[src/rtl/lot_pkg.sv]
// Shared types and 7-segment constants for the parking-lot occupancy controller.
package lot_pkg;

  typedef enum logic {
    CLOSED = 1'b0,
    OPEN   = 1'b1
  } gate_state_t;

  // Active-low segments, bit order {g,f,e,d,c,b,a}.
  localparam logic [6:0] SEG_BLANK = 7'b1111111;

  localparam logic [6:0] SEG_DIGIT [10] = '{
    7'b1000000,  // 0
    7'b1111001,  // 1
    7'b0100100,  // 2
    7'b0110000,  // 3
    7'b0011001,  // 4
    7'b0010010,  // 5
    7'b0000010,  // 6
    7'b1111000,  // 7
    7'b0000000,  // 8
    7'b0010000   // 9
  };

endpackage

[src/rtl/seg7_decode.sv]
// Single-digit BCD to active-low 7-segment decoder with a blanking input.
module seg7_decode
  import lot_pkg::*;
(
  input  logic [3:0] digit_i,
  input  logic       blank_i,
  output logic [6:0] seg_o
);

  always_comb begin
    // NOTE: the default assignment first keeps every path driven, so no latch is inferred.
    seg_o = SEG_BLANK;
    if (!blank_i) begin
      case (digit_i)
        4'd0:    seg_o = SEG_DIGIT[0];
        4'd1:    seg_o = SEG_DIGIT[1];
        4'd2:    seg_o = SEG_DIGIT[2];
        4'd3:    seg_o = SEG_DIGIT[3];
        4'd4:    seg_o = SEG_DIGIT[4];
        4'd5:    seg_o = SEG_DIGIT[5];
        4'd6:    seg_o = SEG_DIGIT[6];
        4'd7:    seg_o = SEG_DIGIT[7];
        4'd8:    seg_o = SEG_DIGIT[8];
        4'd9:    seg_o = SEG_DIGIT[9];
        default: seg_o = SEG_BLANK;
      endcase
    end
  end

endmodule

[src/rtl/lot_occupancy_ctrl.sv]
// Parking-lot occupancy counter with full/empty flags, entry-gate sequencing
// and a two-digit 7-segment occupancy display.
module lot_occupancy_ctrl
  import lot_pkg::*;
#(
  parameter int CAP      = 25,
  parameter int GATE_CYC = 50,
  parameter int CW       = 7
) (
  input  logic          clk,
  input  logic          Rst,
  input  logic          enter,
  input  logic          exit,
  output logic [CW-1:0] count,
  output logic          full,
  output logic          empty,
  output logic          gate_open,
  output logic          reject,
  output logic [6:0]    HEX0,
  output logic [6:0]    HEX1
);

  localparam int TW = (GATE_CYC > 1) ? $clog2(GATE_CYC) : 1;
  localparam logic [TW-1:0] TIMER_RELOAD = TW'(GATE_CYC - 1);
  localparam logic [CW-1:0] CAP_CNT      = CW'(CAP);

  logic [CW-1:0] count_q, count_d;
  logic          full_q, empty_q, reject_q, gate_open_q;
  logic [TW-1:0] timer_q;
  gate_state_t   state_q;

  logic at_cap, at_zero, accept, refuse;

  // Simultaneous enter+exit is a net-zero move but still lets a car through the gate.
  always_comb begin
    at_cap  = (count_q == CAP_CNT);
    at_zero = (count_q == '0);
    accept  = enter && (exit || !at_cap);
    refuse  = enter && !exit && at_cap;
    count_d = count_q;
    if (enter && !exit && !at_cap) begin
      count_d = count_q + CW'(1);
    end else if (exit && !enter && !at_zero) begin
      count_d = count_q - CW'(1);
    end
  end

  // NOTE: sequential state uses non-blocking assignments so every register samples pre-edge values.
  always_ff @(posedge clk) begin
    if (Rst) begin
      count_q  <= '0;
      full_q   <= 1'b0;
      empty_q  <= 1'b1;
      reject_q <= 1'b0;
    end else begin
      count_q  <= count_d;
      full_q   <= (count_d == CAP_CNT);
      empty_q  <= (count_d == '0);
      reject_q <= refuse;
    end
  end

  always_ff @(posedge clk) begin
    if (Rst) begin
      state_q     <= CLOSED;
      timer_q     <= '0;
      gate_open_q <= 1'b0;
    end else begin
      case (state_q)
        CLOSED: begin
          if (accept) begin
            state_q     <= OPEN;
            timer_q     <= TIMER_RELOAD;
            gate_open_q <= 1'b1;
          end
        end
        OPEN: begin
          if (accept) begin
            timer_q <= TIMER_RELOAD;
          end else if (timer_q == '0) begin
            state_q     <= CLOSED;
            gate_open_q <= 1'b0;
          end else begin
            timer_q <= timer_q - TW'(1);
          end
        end
        default: begin
          state_q     <= CLOSED;
          gate_open_q <= 1'b0;
        end
      endcase
    end
  end

  logic [3:0] tens, ones;

  always_comb begin
    tens = 4'(int'(count_q) / 10);
    ones = 4'(int'(count_q) % 10);
  end

  seg7_decode u_hex1 (
    .digit_i (tens),
    .blank_i (tens == 4'd0),
    .seg_o   (HEX1)
  );

  seg7_decode u_hex0 (
    .digit_i (ones),
    .blank_i (1'b0),
    .seg_o   (HEX0)
  );

  assign count     = count_q;
  assign full      = full_q;
  assign empty     = empty_q;
  assign reject    = reject_q;
  assign gate_open = gate_open_q;

endmodule

[config.mk]
export PLATFORM = sky130hd
export DESIGN_NAME = lot_occupancy_ctrl
export DESIGN_NICKNAME = d
export VERILOG_FILES = /design/src/rtl/lot_pkg.sv /design/src/rtl/seg7_decode.sv /design/src/rtl/lot_occupancy_ctrl.sv
export SDC_FILE = /design/constraint.sdc
export NUM_CORES = 1
export LEC_CHECK = 0
export BUFFER_PORTS_ARGS = -buffer_cell sky130_fd_sc_hd__buf_2
export CORE_ASPECT_RATIO = 0.9
export CORE_MARGIN = 3
export CORE_UTILIZATION = 61
export CTS_BUF_LIST = sky130_fd_sc_hd__clkbuf_8
export DETAILED_ROUTE_END_ITERATION = 16
export HOLD_SLACK_MARGIN = 0.06
export PLACE_DENSITY_LB_ADDON = 0.2
export SYNTH_ARGS = -nofsm -noshare
export SYNTH_HDL_FRONTEND = slang
export SYNTH_SLANG_ARGS = --single-unit
[constraint.sdc]
create_clock -name clk -period 6.13 [get_ports clk]
set_clock_uncertainty 0.15 [all_clocks]
set_input_delay 1.226 -clock clk [delete_from_list [all_inputs] [get_ports clk]]
set_output_delay 1.226 -clock clk [all_outputs]
set_load 0.01 [all_outputs]
==> summary.md <==
| Metric | Value |
|---|---|
| Status | finished clean |
| H-tree level count | 1 |
| DR DRC count | 0 |
| EDFF count, synth | 0 |
| Place WS | 0.593 ns |
| Max Root-Sink Buffers | 2 |
| Initial Utilization | 0.657 |
| Post-CTS Setup Repair Bufs | 0 |
| Layout cells sized above 1 | 0.201 |
| Clock root cell | clkbuf_8 |
| Register area share after synthesis | 0.156 |
| Worst setup margin | 0.427 ns |
| Ys Warns | 0 |
| Row count | 20 |
| CTS tree | yes |
| Via count | 2299 |
| Synthesized flop and latch total | 18 |
| Wire per inst | 15.0 um |
| Initial DRC Count | 203 |
| CTS resizes | 0 |
| Worst slew pin tran | 0.773 ns |
| Initial antenna violation count | 0 |
| RSZ-0062 raised after global routing | no |
| Max cap viols | 0 |
| DP Area | 2420 um^2 |
| First-pass GRT wire length | 9.35 mm |
| Mapped Nets | 322 |
| Antenna diode count | 0 |
| WL final | 5.43 mm |
| Cells after synthesis | 300 |
| Post-synth ARST share | 0 |
| Max-slew violations | 0 |
| First-pass DRT Iterations | 5 |
| Die X-Extent | 70.8 um |
| Worst hold path class | flip-flop to flip-flop |
| Mapped Area | 2300 um^2 |
| Crit-path cells | nor2_2 -> inv_1 -> ha_1 -> nand2b_1 -> o221ai_1 -> o311a_1 -> o32ai_2 -> nand3_4 -> inv_2 -> xnor2_1 -> inv_1 -> ha_1 -> inv_1 -> a32o_1 -> a221oi_1 -> a211o_1 -> a22oi_2 -> buf_2 |
| Fmax | 175 MHz |
| Via/cell ratio | 6.33 |
| Clock transition at path regs | 0.06 ns |
| Global route overflow | 0 |
| Number of global-route vias before repair | 2120 |
| Clock sinks | 18 |
| Total GRT Usage | 0.244 |
| Multi-input gate area | 1770 um^2 |
| Crit path DAT | 4.33 ns |
| Layout area overhead | 7.22% |
| Port Buffers | 28 |
| Number of distinct library cells after synthesis | 73 |
| Final net count | 343 |
| CP Max Fanout | 11 |
| TNS Setup | 0 ns |
| Hold_ws | 0.346 ns |
| Ys flop type | dfxtp_1 |
| Largest net degree at the start of global routing | 25 |
| Worst-Skew Late Latency | 0.24 ns |
| I/O pin cnt | 29 |
| Sequential cell area | 360 um^2 |
| DRT antenna net count | 0 |
| Final Hold Viols | 0 |
| Tmin final | 5.70 ns |
| Die height | 64.3 um |
| Startpoint types | flip-flop |
| Critical path type | flip-flop to output port |
| Cts hold-fix bufs | 0 |
| Die Area | 4550 um^2 |
| Slowest stage delay, CP | 0.41 ns |
| CP Capture Type | output port |
| Final period util | 0.930 |
| Num CTS Buffers | 3 |
| Fillcell total | 300 |
| Core area | 3500 um^2 |
| RD Place Congestion | 0.894 |
| Cell area after layout | 2470 um^2 |
| Post-synthesis average cell area | 7.68 um^2 |
| CP max-delay cell | ha_1 |
| Critical path's most frequent cell | inv_1 |
| Detailed-placement wirelength estimate | 4.13 mm |
| Slew headroom | 0.482 |
| Final setup fails | 0 |
| Critical path data required time | 4.75 ns |
## cell type report
type,count,area share
sequential,18,0.146
multi-input combinational,247,0.717
tap,44,0.0223
timing repair buffer,32,0.0689
clock buffer,3,0.0167
inverter,19,0.0289
## cells in the mapped netlist (all sizes together) (2+ instances only)
| master | instances | share of area |
|---|---|---|
| and3 | 3 | 0.0081 |
| nor2b | 7 | 0.019 |
| nor3 | 10 | 0.024 |
| a221oi | 2 | 0.0076 |
| a32oi | 2 | 0.0076 |
| nand4 | 6 | 0.016 |
| and2 | 7 | 0.021 |
| o31ai | 3 | 0.012 |
| xnor2 | 9 | 0.034 |
| mux2i | 8 | 0.035 |
| o21a | 4 | 0.013 |
| o311a | 2 | 0.014 |
| clkbuf | 4 | 0.0065 |
| buf | 12 | 0.039 |
| o32ai | 2 | 0.014 |
| a31oi | 3 | 0.0081 |
| xor2 | 3 | 0.011 |
| nor2 | 40 | 0.076 |
| ha | 18 | 0.098 |
| o21ai | 20 | 0.047 |
| nand2b | 6 | 0.016 |
| o22a | 2 | 0.0076 |
| and4 | 2 | 0.0076 |
| a211oi | 5 | 0.018 |
| nand2 | 16 | 0.027 |
| mux2 | 3 | 0.015 |
| a22oi | 4 | 0.015 |
| inv | 19 | 0.031 |
| a21oi | 21 | 0.047 |
| a211o | 2 | 0.0076 |
| dfxtp | 18 | 0.16 |
| o221a | 2 | 0.0098 |
| or3 | 2 | 0.0076 |
| o21bai | 2 | 0.0065 |
| nand3 | 7 | 0.021 |
| nand4bb | 2 | 0.0098 |
| a32o | 2 | 0.0087 |
| nor3b | 4 | 0.013 |
## routing by layer
| metal | global-route usage | part of all wire | vias to the layer above |
|---|---|---|---|
| met2 | 0.405 | 0.47 | 99 |
| met4 | 0.0657 | 0.012 | 0 |
| met5 | 0 | 0 | - |
| li1 | - | - | 1131 |
| met1 | 0.328 | 0.46 | 1059 |
| met3 | 0.0377 | 0.063 | 10 |
## cells in the final DEF (no fill, tap or decap), types with 8 or more instances in the layout
cell type  Yosys  routed
nor2_1        36      35
buf_2          6      28
a21oi_1       20      20
inv_1         18      18
ha_1          18      18
dfxtp_1       18      18
nand2_1       15      15
o21ai_0       14      14
nor3_1         9       9
xnor2_1        9       9
mux2i_1        8       8
## cell families after synthesis
logic type               count (synthesis)  share of synthesized area
flip-flops                              18                      0.156
XOR/XNOR                                12                     0.0456
buffers and inverters                   35                     0.0766
AND/OR/NAND/NOR                        117                      0.286
multiplexers                            11                     0.0494
AO/OA/AOI/OAI                           89                      0.288
adder cells (fa/ha/maj)                 18                     0.0978
## worst max-delay path: cells and delay by family, from the launching register on
family                     cells  cell delay, ns
AOI/OAI and AO/OA              7            1.53
xor gates and xnor gates       1            0.21
adders and majority gates      2            0.62
buffers and inverters          5            0.70
DFF                            1            0.31
and+or+nand+nor                3            0.72
## flip-flops by register name, summed over array words and instances, names as in the netlist
register,cells
timer_q,6
gate_open,1
state_q,1
full,1
count,7
empty,1
reject,1
## path summary, 6_finish.rpt
| kind | endpoint | cells after the start | from | slack (ns) |
|---|---|---|---|---|
| hold / removal | gate_open$_SDFFE_PP0P_ | 2 | gate_open$_SDFFE_PP0P_ | 0.35 |
| setup reg to reg | empty$_SDFF_PP1_ | 9 | count[1]$_SDFF_PP0_ | 2.78 |
| hold reg to reg | gate_open$_SDFFE_PP0P_ | 2 | gate_open$_SDFFE_PP0P_ | 0.35 |
| setup / recovery | HEX0[5] | 18 | count[4]$_SDFF_PP0_ | 0.43 |
## stage by stage
stage,std cells,utilization
global placement,360,0.692
floorplan,300,-
global route,363,0.705
CTS,363,0.704
detailed placement,360,0.692
finish,363,0.705
Power is not shown: default switching activity piles up to over one toggle a cycle in this logic, so the estimate is an artifact.
